--- config.mk ---
export PLATFORM = sky130hd
export DESIGN_NAME = ram_lsu
export DESIGN_NICKNAME = d
export VERILOG_FILES = /design/src/rtl/ram_lsu_pkg.sv /design/src/rtl/ram_lsu_lane_align.sv /design/src/rtl/ram_lsu.sv
export SDC_FILE = /design/constraint.sdc
export NUM_CORES = 1
export LEC_CHECK = 0
export CAP_MARGIN = 15
export CORE_ASPECT_RATIO = 0.7
export CORE_MARGIN = 4
export CORE_UTILIZATION = 43
export CTS_CLUSTER_DIAMETER = 100
export DETAILED_ROUTE_END_ITERATION = 16
export MAX_ROUTING_LAYER = met4
export PLACE_DENSITY = 0.8
export RECOVER_POWER = 100
export SLEW_MARGIN = 20
export SYNTH_ARGS = -nofsm -noshare
export SYNTH_HDL_FRONTEND = slang
export SYNTH_SLANG_ARGS = --single-unit
export TNS_END_PERCENT = 20
--- constraint.sdc ---
create_clock -name clk -period 2.74 [get_ports clk]
set_input_delay 0.274 -clock clk [delete_from_list [all_inputs] [get_ports clk]]
set_output_delay 0.274 -clock clk [all_outputs]
set_load 0.02 [all_outputs]
--- src/rtl/ram_lsu_pkg.sv ---
// ram_lsu_pkg: shared types, lane constant and lane extract/merge helpers for the load/store unit
package ram_lsu_pkg;
  localparam int LANE_W = 8;
  typedef enum logic [1:0] {SZ_B, SZ_H, SZ_W, SZ_X} size_e;
  typedef enum logic [2:0] {ST_IDLE, ST_RD_ISSUE, ST_RD_WAIT, ST_WR, ST_RESP} state_e;
  function automatic logic [31:0] load_extract(input logic [31:0] w, input logic [1:0] lane, input size_e sz, input logic uns);
    logic [7:0] b;
    logic [15:0] h;
    b = w[{lane, 3'b000} +: LANE_W];
    h = w[{lane[1], 4'b0000} +: 2*LANE_W];
    return (sz == SZ_B) ? {{24{b[7] & ~uns}}, b} : (sz == SZ_H) ? {{16{h[15] & ~uns}}, h} : w;
  endfunction
  function automatic logic [31:0] store_merge(input logic [31:0] w, input logic [1:0] lane, input size_e sz, input logic [31:0] wd);
    logic [31:0] m;
    m = w;
    if (sz == SZ_B) m[{lane, 3'b000} +: LANE_W] = wd[LANE_W-1:0];
    else if (sz == SZ_H) m[{lane[1], 4'b0000} +: 2*LANE_W] = wd[2*LANE_W-1:0];
    else m = wd;
    return m;
  endfunction
endpackage

--- src/rtl/ram_lsu_lane_align.sv ---
// lsu_lane_align: combinational lane extraction for loads and byte/half merge for sub-word stores
import ram_lsu_pkg::*;
module lsu_lane_align (
  input  logic [31:0] word_i,
  input  logic [1:0]  lane_i,
  input  size_e       size_i,
  input  logic        unsigned_i,
  input  logic [31:0] wdata_i,
  output logic [31:0] load_o,
  output logic [31:0] merge_o
);
  assign load_o  = load_extract(word_i, lane_i, size_i, unsigned_i);
  assign merge_o = store_merge(word_i, lane_i, size_i, wdata_i);
endmodule

--- src/rtl/ram_lsu.sv ---
// ram_lsu: byte-addressed load/store initiator for a word-wide single-port RAM; LSU_ALIGN_CHECK_EN enables alignment/size/range errors
import ram_lsu_pkg::*;
module ram_lsu #(
  parameter int          ADDR_W    = 14,
  parameter logic [31:0] BASE_ADDR = 32'h0000_0000
) (
  input  logic              clk,
  input  logic              rst_n,
  input  logic              req_valid,
  output logic              req_ready,
  input  logic              req_we,
  input  logic [1:0]        req_size,
  input  logic              req_unsigned,
  input  logic [31:0]       req_addr,
  input  logic [31:0]       req_wdata,
  output logic              rsp_valid,
  output logic [31:0]       rsp_rdata,
  output logic              rsp_err,
  output logic              ram_wen,
  output logic              ram_ren,
  output logic [ADDR_W-1:0] ram_waddr,
  output logic [ADDR_W-1:0] ram_raddr,
  output logic [31:0]       ram_wdata,
  input  logic [31:0]       ram_rdata
);
  state_e state_q, state_d;
  size_e size_q, size_d;
  logic we_q, we_d, uns_q, uns_d, err_q, err_d, bad, unused_off;
  logic [1:0] lane_q, lane_d;
  logic [ADDR_W-1:0] addr_q, addr_d;
  logic [31:0] wdata_q, wdata_d, rdata_q, rdata_d, off, load_w, merge_w;
  assign off = req_addr - BASE_ADDR;
  assign unused_off = ^{off[31:ADDR_W+2], off[1:0]};
`ifdef LSU_ALIGN_CHECK_EN
  assign bad = (req_size == SZ_X) || (req_size == SZ_H && req_addr[0]) ||
               (req_size == SZ_W && |req_addr[1:0]) || |off[31:ADDR_W+2];
`else
  assign bad = 1'b0;
`endif
  lsu_lane_align u_align (
    .word_i(ram_rdata), .lane_i(lane_q), .size_i(size_q), .unsigned_i(uns_q),
    .wdata_i(wdata_q), .load_o(load_w), .merge_o(merge_w)
  );
  // next state: latch on accept, extract/merge on the RAM read return
  always_comb begin
    state_d = state_q;
    we_d = we_q;
    size_d = size_q;
    uns_d = uns_q;
    lane_d = lane_q;
    addr_d = addr_q;
    wdata_d = wdata_q;
    rdata_d = rdata_q;
    err_d = err_q;
    case (state_q)
      ST_IDLE: if (req_valid) begin
        we_d = req_we;
        size_d = size_e'(req_size);
        uns_d = req_unsigned;
        lane_d = req_addr[1:0];
        addr_d = off[ADDR_W+1:2];
        wdata_d = req_wdata;
        rdata_d = '0;
        err_d = bad;
        state_d = bad ? ST_RESP : (req_we && req_size[1]) ? ST_WR : ST_RD_ISSUE;
      end
      ST_RD_ISSUE: state_d = ST_RD_WAIT;
      ST_RD_WAIT: begin
        rdata_d = we_q ? '0 : load_w;
        wdata_d = merge_w;
        state_d = we_q ? ST_WR : ST_RESP;
      end
      ST_WR: state_d = ST_RESP;
      default: state_d = ST_IDLE;
    endcase
  end
  // state and request registers with synchronous active-low reset
  always_ff @(posedge clk) begin
    if (!rst_n) begin
      state_q <= ST_IDLE;
      we_q <= 1'b0;
      size_q <= SZ_B;
      uns_q <= 1'b0;
      lane_q <= '0;
      addr_q <= '0;
      wdata_q <= '0;
      rdata_q <= '0;
      err_q <= 1'b0;
    end else begin
      state_q <= state_d;
      we_q <= we_d;
      size_q <= size_d;
      uns_q <= uns_d;
      lane_q <= lane_d;
      addr_q <= addr_d;
      wdata_q <= wdata_d;
      rdata_q <= rdata_d;
      err_q <= err_d;
    end
  end
  assign req_ready = state_q == ST_IDLE;
  assign rsp_valid = state_q == ST_RESP;
  assign rsp_rdata = rdata_q;
  assign rsp_err   = err_q;
  assign ram_ren   = rst_n && state_q == ST_RD_ISSUE;
  assign ram_wen   = rst_n && state_q == ST_WR;
  assign ram_waddr = addr_q;
  assign ram_raddr = addr_q;
  assign ram_wdata = ram_wen ? wdata_q : '0;
endmodule

Yosys cells after proc, flatten, opt, wreduce, memory -nomap -nowiden
Cells that the tools add are included.
{"block": "word_totals", "reg_bits": 87, "input_bits": 103, "out_inout_bits": 97, "word_cells": 51}
{"block": "op_classes", "add_sub_neg": 2, "eq_ne": 7, "shift": 6, "n_mux": 16, "n_bitwise": 3, "reduce_logical": 9}
{"op": "2-to-1 mux 32 bit", "n": 8}
{"op": "case mux 32 bit (2 select lines)", "n": 2}
{"op": "bitwise mux 32 bit", "n": 2}
{"op": "variable shift 16 x 7 -> 32 bit (first input constant)", "n": 1}
{"op": "variable shift 8 x 7 -> 32 bit (first input constant)", "n": 1}
{"op": "indexed part select 16 x 7 -> 32 bit", "n": 1}
{"op": "indexed part select 32 x 6 -> 16 bit", "n": 1}
{"op": "indexed part select 32 x 6 -> 8 bit", "n": 1}
{"op": "indexed part select 8 x 7 -> 32 bit", "n": 1}
{"op": "negator 5 -> 7 bit", "n": 2}
{"op": "case mux 3 bit (4 select lines)", "n": 1}
{"op": "equality test 3 x 2 -> 1 bit (second input constant)", "n": 2}
{"op": "2-to-1 mux 3 bit", "n": 2}
{"op": "AND reduction 2 bit", "n": 2}
{"op": "equality test 3 x 1 -> 1 bit (second input constant)", "n": 1}
{"op": "equality test 3 bit (second input constant)", "n": 1}
{"op": "logical AND 1 bit", "n": 3}
{"op": "logical NOT 3 bit", "n": 1}
{"op": "!= test 3 x 1 -> 1 bit (second input constant)", "n": 1}
{"op": "AND reduction 3 bit", "n": 1}
{"op": "bitwise AND 1 bit", "n": 2}
{"op": "equality test 2 x 1 -> 1 bit (second input constant)", "n": 1}
{"op": "logical NOT 2 bit", "n": 1}
{"op": "2-to-1 mux 2 bit", "n": 1}
{"op": "other kinds (3)", "n": 3}

Depth between registers and ports, before layout
Gate-level depths: netlist (run 1).
{"block": "logic_depth", "ltp_word": 6, "ltp_mapped": 8, "mapped_depth_nobuf": 6}

By module
From an unflattened synthesis (run 1), not the netlist that was laid out.
{"block": "unflattened", "hier_cells": 732, "hier_area_um2": 6073.3}
{"module": "ram_lsu", "n_inst": 1, "cells_each": 453, "area_per_inst_um2": 4110.2, "seq_area_each_um2": 1741.7}
{"module": "lsu_lane_align", "n_inst": 1, "cells_each": 279, "area_per_inst_um2": 1963.1, "seq_area_each_um2": 0.0}

Worst setup path before layout (run 1)
OpenSTA, ideal clock, no wires.
{"block": "synth_timing", "kind": "register to register", "startpoint": "reg lane_q[0]", "endpoint": "reg wdata_q[16]", "setup_ns": 0.059, "arrival_ns": 2.328, "required_ns": 2.681, "path_slack_ns": 0.354, "path_stages_with_launch": 8, "n_path_buf": 1, "synth_period_minus_slack_ns": 2.386, "path_cell_list": "dfxtp_1 buf_1 inv_1 ha_1 nor3b_1 nand3_1 a21oi_1 o221a_2"}
{"block": "synth_between", "elab_chain_len": 5, "word_cells_on_any_way": 6, "cone_classes": "add/sub (1); shift (2); mux (3)"}
{"element": "from (decl)", "line_no": "ram_lsu.sv:29", "rtl": "logic [1:0] lane_q, lane_d;"}
{"element": "from (signal assigned)", "line_no": "ram_lsu.sv:94", "rtl": "lane_q <= lane_d;"}
{"element": "negator 5 -> 7 bit (*)", "line_no": "ram_lsu_pkg.sv:16", "rtl": "if (sz == SZ_B) m[{lane, 3'b000} +: LANE_W] = wd[LANE_W-1:0];"}
{"element": "indexed part select 8 x 7 -> 32 bit / variable shift 8 x 7 -> 32 bit (equally long branches)", "line_no": "ram_lsu_pkg.sv:16"}
{"element": "bitwise mux 32 bit (*)", "line_no": "ram_lsu_pkg.sv:16"}
{"element": "2-to-1 mux 32 bit (*)", "line_no": "ram_lsu_pkg.sv:16"}
{"element": "case mux 32 bit (2 select lines) (*)", "line_no": "ram_lsu.sv:55", "rtl": "case (state_q)"}
{"element": "to (signal assigned)", "line_no": "ram_lsu.sv:96", "rtl": "wdata_q <= wdata_d;"}
{"element": "to (decl)", "line_no": "ram_lsu.sv:31", "rtl": "logic [31:0] wdata_q, wdata_d, rdata_q, rdata_d, off, load_w, merge_w;"}
Mark *: on every way between the ends. The rest lies on a longest branch, timed or not.
A chain may end at the register's enable or synchronous reset.

Final worst setup path (run 1)
{"block": "layout_timing", "startpoint": "in rst_n", "endpoint": "out ram_wdata[10]"}
{"block": "layout_between", "elab_chain_len": 2}
{"element": "from (decl)", "line_no": "ram_lsu.sv:8", "rtl": "input logic rst_n,"}
{"element": "logical AND 1 bit", "line_no": "ram_lsu.sv:106", "rtl": "assign ram_wen = rst_n && state_q == ST_WR;"}
{"element": "2-to-1 mux 32 bit", "line_no": "ram_lsu.sv:109", "rtl": "assign ram_wdata = ram_wen ? wdata_q : '0;"}
{"element": "to (decl)", "line_no": "ram_lsu.sv:23", "rtl": "output logic [31:0] ram_wdata,"}
Every way passes these cells.

==> results of run 1 <==
[routing by layer]
| layer | vias to the layer above | global-route usage (%) | part of all wire [%] |
|---|---|---|---|
| met5 | - | - | 0 |
| met4 | 0 | 9.831 | 2.4 |
| met3 | 37 | 7.660 | 9.8 |
| met2 | 300 | 41.64 | 43 |
| met1 | 2449 | 35.08 | 44 |
| li1 | 2390 | - | - |
[area by class of cell]
cell class | instances | area (sq um) | area share [%]
clock inverter | 6 | 83.83 | 1.198
multi-input combinational | 406 | 2698 | 38.56
sequential | 87 | 1742 | 24.89
inverter | 12 | 45.04 | 0.6438
clock buffer | 10 | 239.0 | 3.416
tap | 153 | 191.4 | 2.736
timing repair buffer | 206 | 1998 | 28.56
[where the power goes]
part	switching, mW	internal, mW	total, mW
clock network	0.519	0.821	1.34
registers	0.144	1.41	1.55
logic	0.592	0.496	1.09
[kinds of logic (layout without fill, tap and decap cells)]
| group | after synthesis | in the layout | synth area share [%] |
|---|---|---|---|
| DFF | 87 | 87 | 36.20 |
| buffers and inverters | 75 | 234 | 7.334 |
| muxes | 18 | 18 | 5.852 |
| AOI/OAI and AO/OA | 217 | 217 | 31.86 |
| adders and majority gates | 5 | 5 | 1.300 |
| and+or+nand+nor | 165 | 165 | 17.37 |
| other | 1 | 1 | 0.07795 |
[worst max path at each step]
| stage | from | slack (ns) | cells past startpoint | to |
|---|---|---|---|---|
| final | rst_n | 0.13 | 6 | ram_wdata[10] |
| after global routing | rst_n | 0.09 | 6 | ram_wdata[10] |
| after CTS | rst_n | 0.29 | 6 | ram_wdata[18] |
| after detailed placement | rst_n | 0.30 | 6 | ram_wdata[1] |
| after global placement | rst_n | 0.30 | 6 | ram_wdata[16] |
| after floorplan | lane_q[0] | 0.35 | 7 | wdata_q[16] |
[worst max-delay path: cells and delay by family]
kind	cells	cell delay, ns
AND/OR/NAND/NOR	3	0.55
buffers and inverters	3	1.49
[sequential cells by signal (all words and copies together) (netlist names)]
signal	flops
rsp_rdata	32
wdata_q	32
ram_raddr	14
state_q	3
lane_q	2
size_q	2
uns_q	1
we_q	1
[through the flow]
stage / setup slack (ns) / instance area (sq um) / utilization (%) / instances / hold WS [ns]
CTS: 0.2860 / 7029 / 64.07 / 880 / 0.4605
floorplan: 0.3536 / 4811 / - / 568 / 0.4100
detailed placement: 0.2991 / 6706 / 61.13 / 864 / 0.4465
global route: 0.09326 / 6997 / 63.78 / 880 / 0.4923
finish: 0.1345 / 6997 / 63.78 / 880 / 0.4539
global placement: 0.3029 / 6706 / 61.13 / 864 / 0.4454
[placed cells by master (no fill, tap or decap), types with 9 or more instances in the layout]
cell type,instances
clkdlybuf4s50_1,115
dfxtp_1,87
nand2_1,75
dlygate4sd3_1,66
a21oi_1,48
o21ai_0,40
and2_1,32
a221o_1,23
buf_4,20
o22ai_1,16
a31oi_1,16
nor2_1,15
nand2b_1,15
a211oi_1,12
inv_1,11
mux2i_1,9
o211ai_1,9
clkbuf_16,9
==> metrics.csv, run 1 <==
stage,metric,value,unit
synthesis,predominant post-synthesis flop cell,dfxtp_1,
sta,Clock Skews,0.006021,ns
synthesis,"Warnings, synthesis",0,
sta,max-slew violations,0,
setup_path,worst-path cell chain,dlygate4sd3_1 > nor2b_1 > and3_1 > buf_12 > and2_1 > dlygate4sd3_1,
clocking,worst skew pair latency,0.34,ns
synthesis,largest cells by area after synthesis,"dfxtp_1, nand2_1, a21oi_1, a221o_1, and2_1",
setup_path,"slowest stage delay, CP",0.67,ns
place,hpwl dp,12.95,mm
global_routing,initial antenna violation count,0,
route,initial drt markers,454,
global_routing,pin count of the biggest net entering global routing,34,
sta,normalized max-slew margin,24.12,%
synthesis,"EDFF count, synth",0,
setup_path,FF-to-FF Start,size_q[1],
route,vias,5176,
worst_hold_path,Hold Path Depth,2,
synthesis,Yosys top cell by area,dfxtp_1,
route,DRT Pass-1 Iters,6,
sta,Final min period,2.606,ns
final_layout,share of layout cells above drive strength 1,9.629,%
synthesis,asr flop ratio synth,0,%
clocking,CTS tree,yes,
synthesis,post-synthesis cell area,0.004811,sq mm
worst_hold_path,Worst Hold Class,reg2reg,
sta,fin crit share,95.09,%
final_layout,ANT cells,0,
power_and_ir_drop,power density over the cells,568.9,mW/mm^2
synthesis,most frequent cell after synthesis,dfxtp_1,
synthesis,"top cells by count, synth","dfxtp_1, nand2_1, a21oi_1",
synthesis,Mapped Nets,676,
status,status,"complete, no violations",
setup_path,Startpoint Class,primary input,
global_routing,first-pass GRT wire length,26.94,mm
die,num rows,32,
sta,Slew @ Worst Pin,1.138,ns
final_layout,Final #Nets,830,
place,routability cong.,0.9064,
setup_path,Crit Path Max Fanout,33,
route,DRC viols,0,
sta,final hold vios,0,
global_routing,grt total ovfl,0,
route,routed len/inst,20.05,um
power_and_ir_drop,Tot Pwr,3.980,mW
die,Core ar.,0.01097,sq mm
setup_path,Worst path most repeated cell,dlygate4sd3_1,
setup_path,CP required,2.47,ns
place,Port Buffers,182,
clocking,Root Buffer,clkbuf_16,
setup_path,crit path max-delay cell type,dlygate4sd3_1,
worst_hold_path,Hold EP,rsp_rdata[6],
setup_path,WS Path Type,in2out,
setup_path,Worst Path Arrival,2.33,ns
die,die area,0.01297,sq mm
sta,final setup vio count,0,
clocking,clock buffer count from CTS,9,
final_layout,Filler Cell Count,945,
power_and_ir_drop,leakage,2.694,nW
setup_path,capture point of the worst reg-to-reg path,wdata_q[17],
power_and_ir_drop,Peak VDD IR,0.2853,mV
synthesis,Yosys cell types,49,
route,WL final,17.65,mm
sta,fmax,383.8,MHz
global_routing,via count of the first global-routing pass,5048,
synthesis,post-synthesis sequential area ratio,36.20,%
synthesis,Yosys reg bits,87,
synthesis,Post-Syn Area per Cell,8.470,sq um
final_layout,area growth from synthesis to layout,45.44,%
die,Initial Util,43.85,%
setup_path,FF-to-FF path depth,5,
synthesis,area share of the largest cell type after synthesis,36.20,%
clocking,clk slew on worst S/H paths,0.06,ns
job,max_cap viols,0,
worst_hold_path,hold_sp,rsp_rdata[6],
clocking,hold buffers post-CTS,0,
clocking,postcts setup bufs,0,
die,Die Ht,96.50,um
die,die width,134.4,um
synthesis,Cells after Synth,568,
sta,TNS Setup,0,ns
route,post-route ant nets,0,
global_routing,Global Route Usage Sum,27.31,%
die,I/O Pins,200,
setup_path,Setup crit end kind,output port,
setup_path,FF-to-FF setup slack,0.32,ns
clocking,clock tree buffer depth,2,
clocking,post-CTS sizing,0,
clocking,CTS sink cnt,87,
route,routed vias/inst,5.882,
clocking,H-tree depth,3,
sta,RSZ-0062 raised after global routing,false,
Note: power is estimated with default switching activity, not from simulation.
==> run 2, diff against run 1 <==
--- a/config.mk
+++ b/config.mk
@@ -12,7 +12,7 @@
 export CTS_CLUSTER_DIAMETER = 100
 export DETAILED_ROUTE_END_ITERATION = 16
 export MAX_ROUTING_LAYER = met4
-export PLACE_DENSITY = 0.8
+export PLACE_DENSITY = 0.85
 export RECOVER_POWER = 100
 export SLEW_MARGIN = 20
 export SYNTH_ARGS = -nofsm -noshare
==> metrics.csv, run 2 (synthesized netlist as in run 1, its figures left out) <==
stage,metric,value,unit,change
sta,normalized max-slew margin,28.53,%,was 24.12%
worst_hold_path,Worst Hold Class,reg2reg,,unchanged
job,max_cap viols,0,,unchanged
route,vias,5258,,was 5176
die,die area,0.01297,sq mm,unchanged
clocking,clk slew on worst S/H paths,0.06,ns,about the same
final_layout,design area,0.006923,sq mm,was 0.006997 sq mm
power_and_ir_drop,leakage,2.632,nW,was 2.694 nW
setup_path,CP required,2.47,ns,about the same
sta,max-slew violations,0,,unchanged
sta,final hold vios,0,,unchanged
place,hpwl dp,13.00,mm,was 12.95 mm
route,WL final,17.43,mm,was 17.65 mm
global_routing,Global Route Usage Sum,27.18,%,was 27.31%
clocking,post-CTS sizing,0,,unchanged
sta,Clock Skews,0.01074,ns,was 0.006021 ns
die,Core ar.,0.01097,sq mm,unchanged
sta,fin crit share,93.48,%,was 95.09%
die,Die Ht,96.50,um,unchanged
power_and_ir_drop,Peak VDD IR,0.2950,mV,was 0.2853 mV
die,num rows,32,,unchanged
global_routing,grt total ovfl,0,,unchanged
clocking,CTS sink cnt,87,,unchanged
setup_path,Startpoint Class,primary input,,unchanged
setup_path,"slowest stage delay, CP",0.62,ns,was 0.67 ns
global_routing,first-pass GRT wire length,27.05,mm,was 26.94 mm
status,status,"complete, no violations",,unchanged
die,I/O Pins,200,,unchanged
sta,final setup vio count,0,,unchanged
clocking,CTS tree,yes,,unchanged
final_layout,share of layout cells above drive strength 1,8.437,%,was 9.629%
clocking,H-tree depth,3,,unchanged
sta,fmax,390.4,MHz,was 383.8 MHz
global_routing,pin count of the biggest net entering global routing,37,,was 34
final_layout,ANT cells,0,,unchanged
route,routed len/inst,19.89,um,was 20.05 um
setup_path,worst-path cell chain,clkdlybuf4s50_1 > nor2b_1 > and3_1 > clkbuf_4 > and2_1 > clkdlybuf4s50_1,,was dlygate4sd3_1 > nor2b_1 > and3_1 > buf_12 > and2_1 > dlygate4sd3_1
final_layout,area growth from synthesis to layout,43.90,%,was 45.44%
place,Post-DP Area,0.006678,sq mm,was 0.006706 sq mm
setup_path,Worst Path Arrival,2.29,ns,was 2.33 ns
route,initial drt markers,566,,was 454
clocking,worst skew pair latency,0.34,ns,about the same
power_and_ir_drop,power density over the cells,561.8,mW/mm^2,was 568.9 mW/mm^2
clocking,clock buffer count from CTS,9,,unchanged
setup_path,Setup crit end kind,output port,,unchanged
clocking,postcts setup bufs,0,,unchanged
die,Initial Util,43.85,%,unchanged
global_routing,via count of the first global-routing pass,5103,,was 5048
sta,TNS Setup,0,ns,unchanged
route,routed vias/inst,6.002,,was 5.882
route,DRC viols,0,,unchanged
clocking,hold buffers post-CTS,0,,unchanged
sta,Slew @ Worst Pin,1.072,ns,was 1.138 ns
setup_path,Worst path most repeated cell,clkdlybuf4s50_1,,was dlygate4sd3_1
route,post-route ant nets,0,,unchanged
clocking,clock tree buffer depth,2,,unchanged
place,routability cong.,0.9432,,was 0.9064
final_layout,most frequent cells in the layout,"clkdlybuf4s50_1, dfxtp_1, nand2_1, dlygate4sd3_1, a21oi_1",,unchanged
setup_path,Crit Path Max Fanout,33,,unchanged
setup_path,crit path max-delay cell type,clkdlybuf4s50_1,,was dlygate4sd3_1
final_layout,Final #Nets,827,,was 830
die,die width,134.4,um,unchanged
place,Port Buffers,182,,unchanged
global_routing,initial antenna violation count,0,,unchanged
clocking,Root Buffer,clkbuf_16,,unchanged
sta,RSZ-0062 raised after global routing,false,,unchanged
setup_path,WS Path Type,in2out,,unchanged
sta,Final min period,2.561,ns,was 2.606 ns
route,DRT Pass-1 Iters,5,,was 6
final_layout,"most common cell after layout, fill and taps aside",clkdlybuf4s50_1,,unchanged
## run 2: report_power, final
part	switching (mW)	internal [mW]
clock network	0.506	0.755
logic	0.584	0.487
registers	0.149	1.41
total	1.24	2.65
## run 2: critical path: cells and delay by family
| family | cells | cell delay [ns] |
|---|---|---|
| and+or+nand+nor | 3 | 0.63 |
| buffers and inverters | 3 | 1.37 |
## run 2: metrics by stage
| stage | instances | hold WS (ns) | util (%) | power, mW | setup slack (ns) |
|---|---|---|---|---|---|
| floorplan | 568 | 0.4100 | - | 2.216 | 0.3536 |
| global placement | 861 | 0.4439 | 60.83 | 2.654 | 0.2629 |
| detailed placement | 861 | 0.4587 | 60.87 | 2.685 | 0.1890 |
| CTS | 876 | 0.4663 | 63.65 | 3.947 | 0.1881 |
| global route | 876 | 0.4856 | 63.10 | 4.070 | 0.05060 |
| finish | 876 | 0.4612 | 63.10 | 3.890 | 0.1788 |
## run 2: cell type report
cell class	count	area, sq um
flip-flops and latches	87	1742
well taps	153	191.4
clock inverters	4	52.55
repair buffers	203	1959
multi-input cells	406	2680
clock buffers	11	252.7
fillers	909	4048
inverters	12	45.04
## run 2: metal layers
| metal | track usage (%) | wire length (um) |
|---|---|---|
| met5 | - | 0 |
| met4 | 10.00 | 469 |
| met3 | 7.505 | 1964 |
| met2 | 41.97 | 7906 |
| met1 | 34.51 | 7085 |
## run 2: worst paths after layout
| check | from | end | cells past startpoint | slack, ns |
|---|---|---|---|---|
| setup / recovery | rst_n | ram_wdata[1] | 6 | 0.18 |
| hold / removal | rsp_rdata[2] | rsp_rdata[2] | 2 | 0.46 |
| setup reg to reg | state_q[1] | wdata_q[29] | 6 | 0.32 |
| hold reg to reg | rsp_rdata[2] | rsp_rdata[2] | 2 | 0.46 |
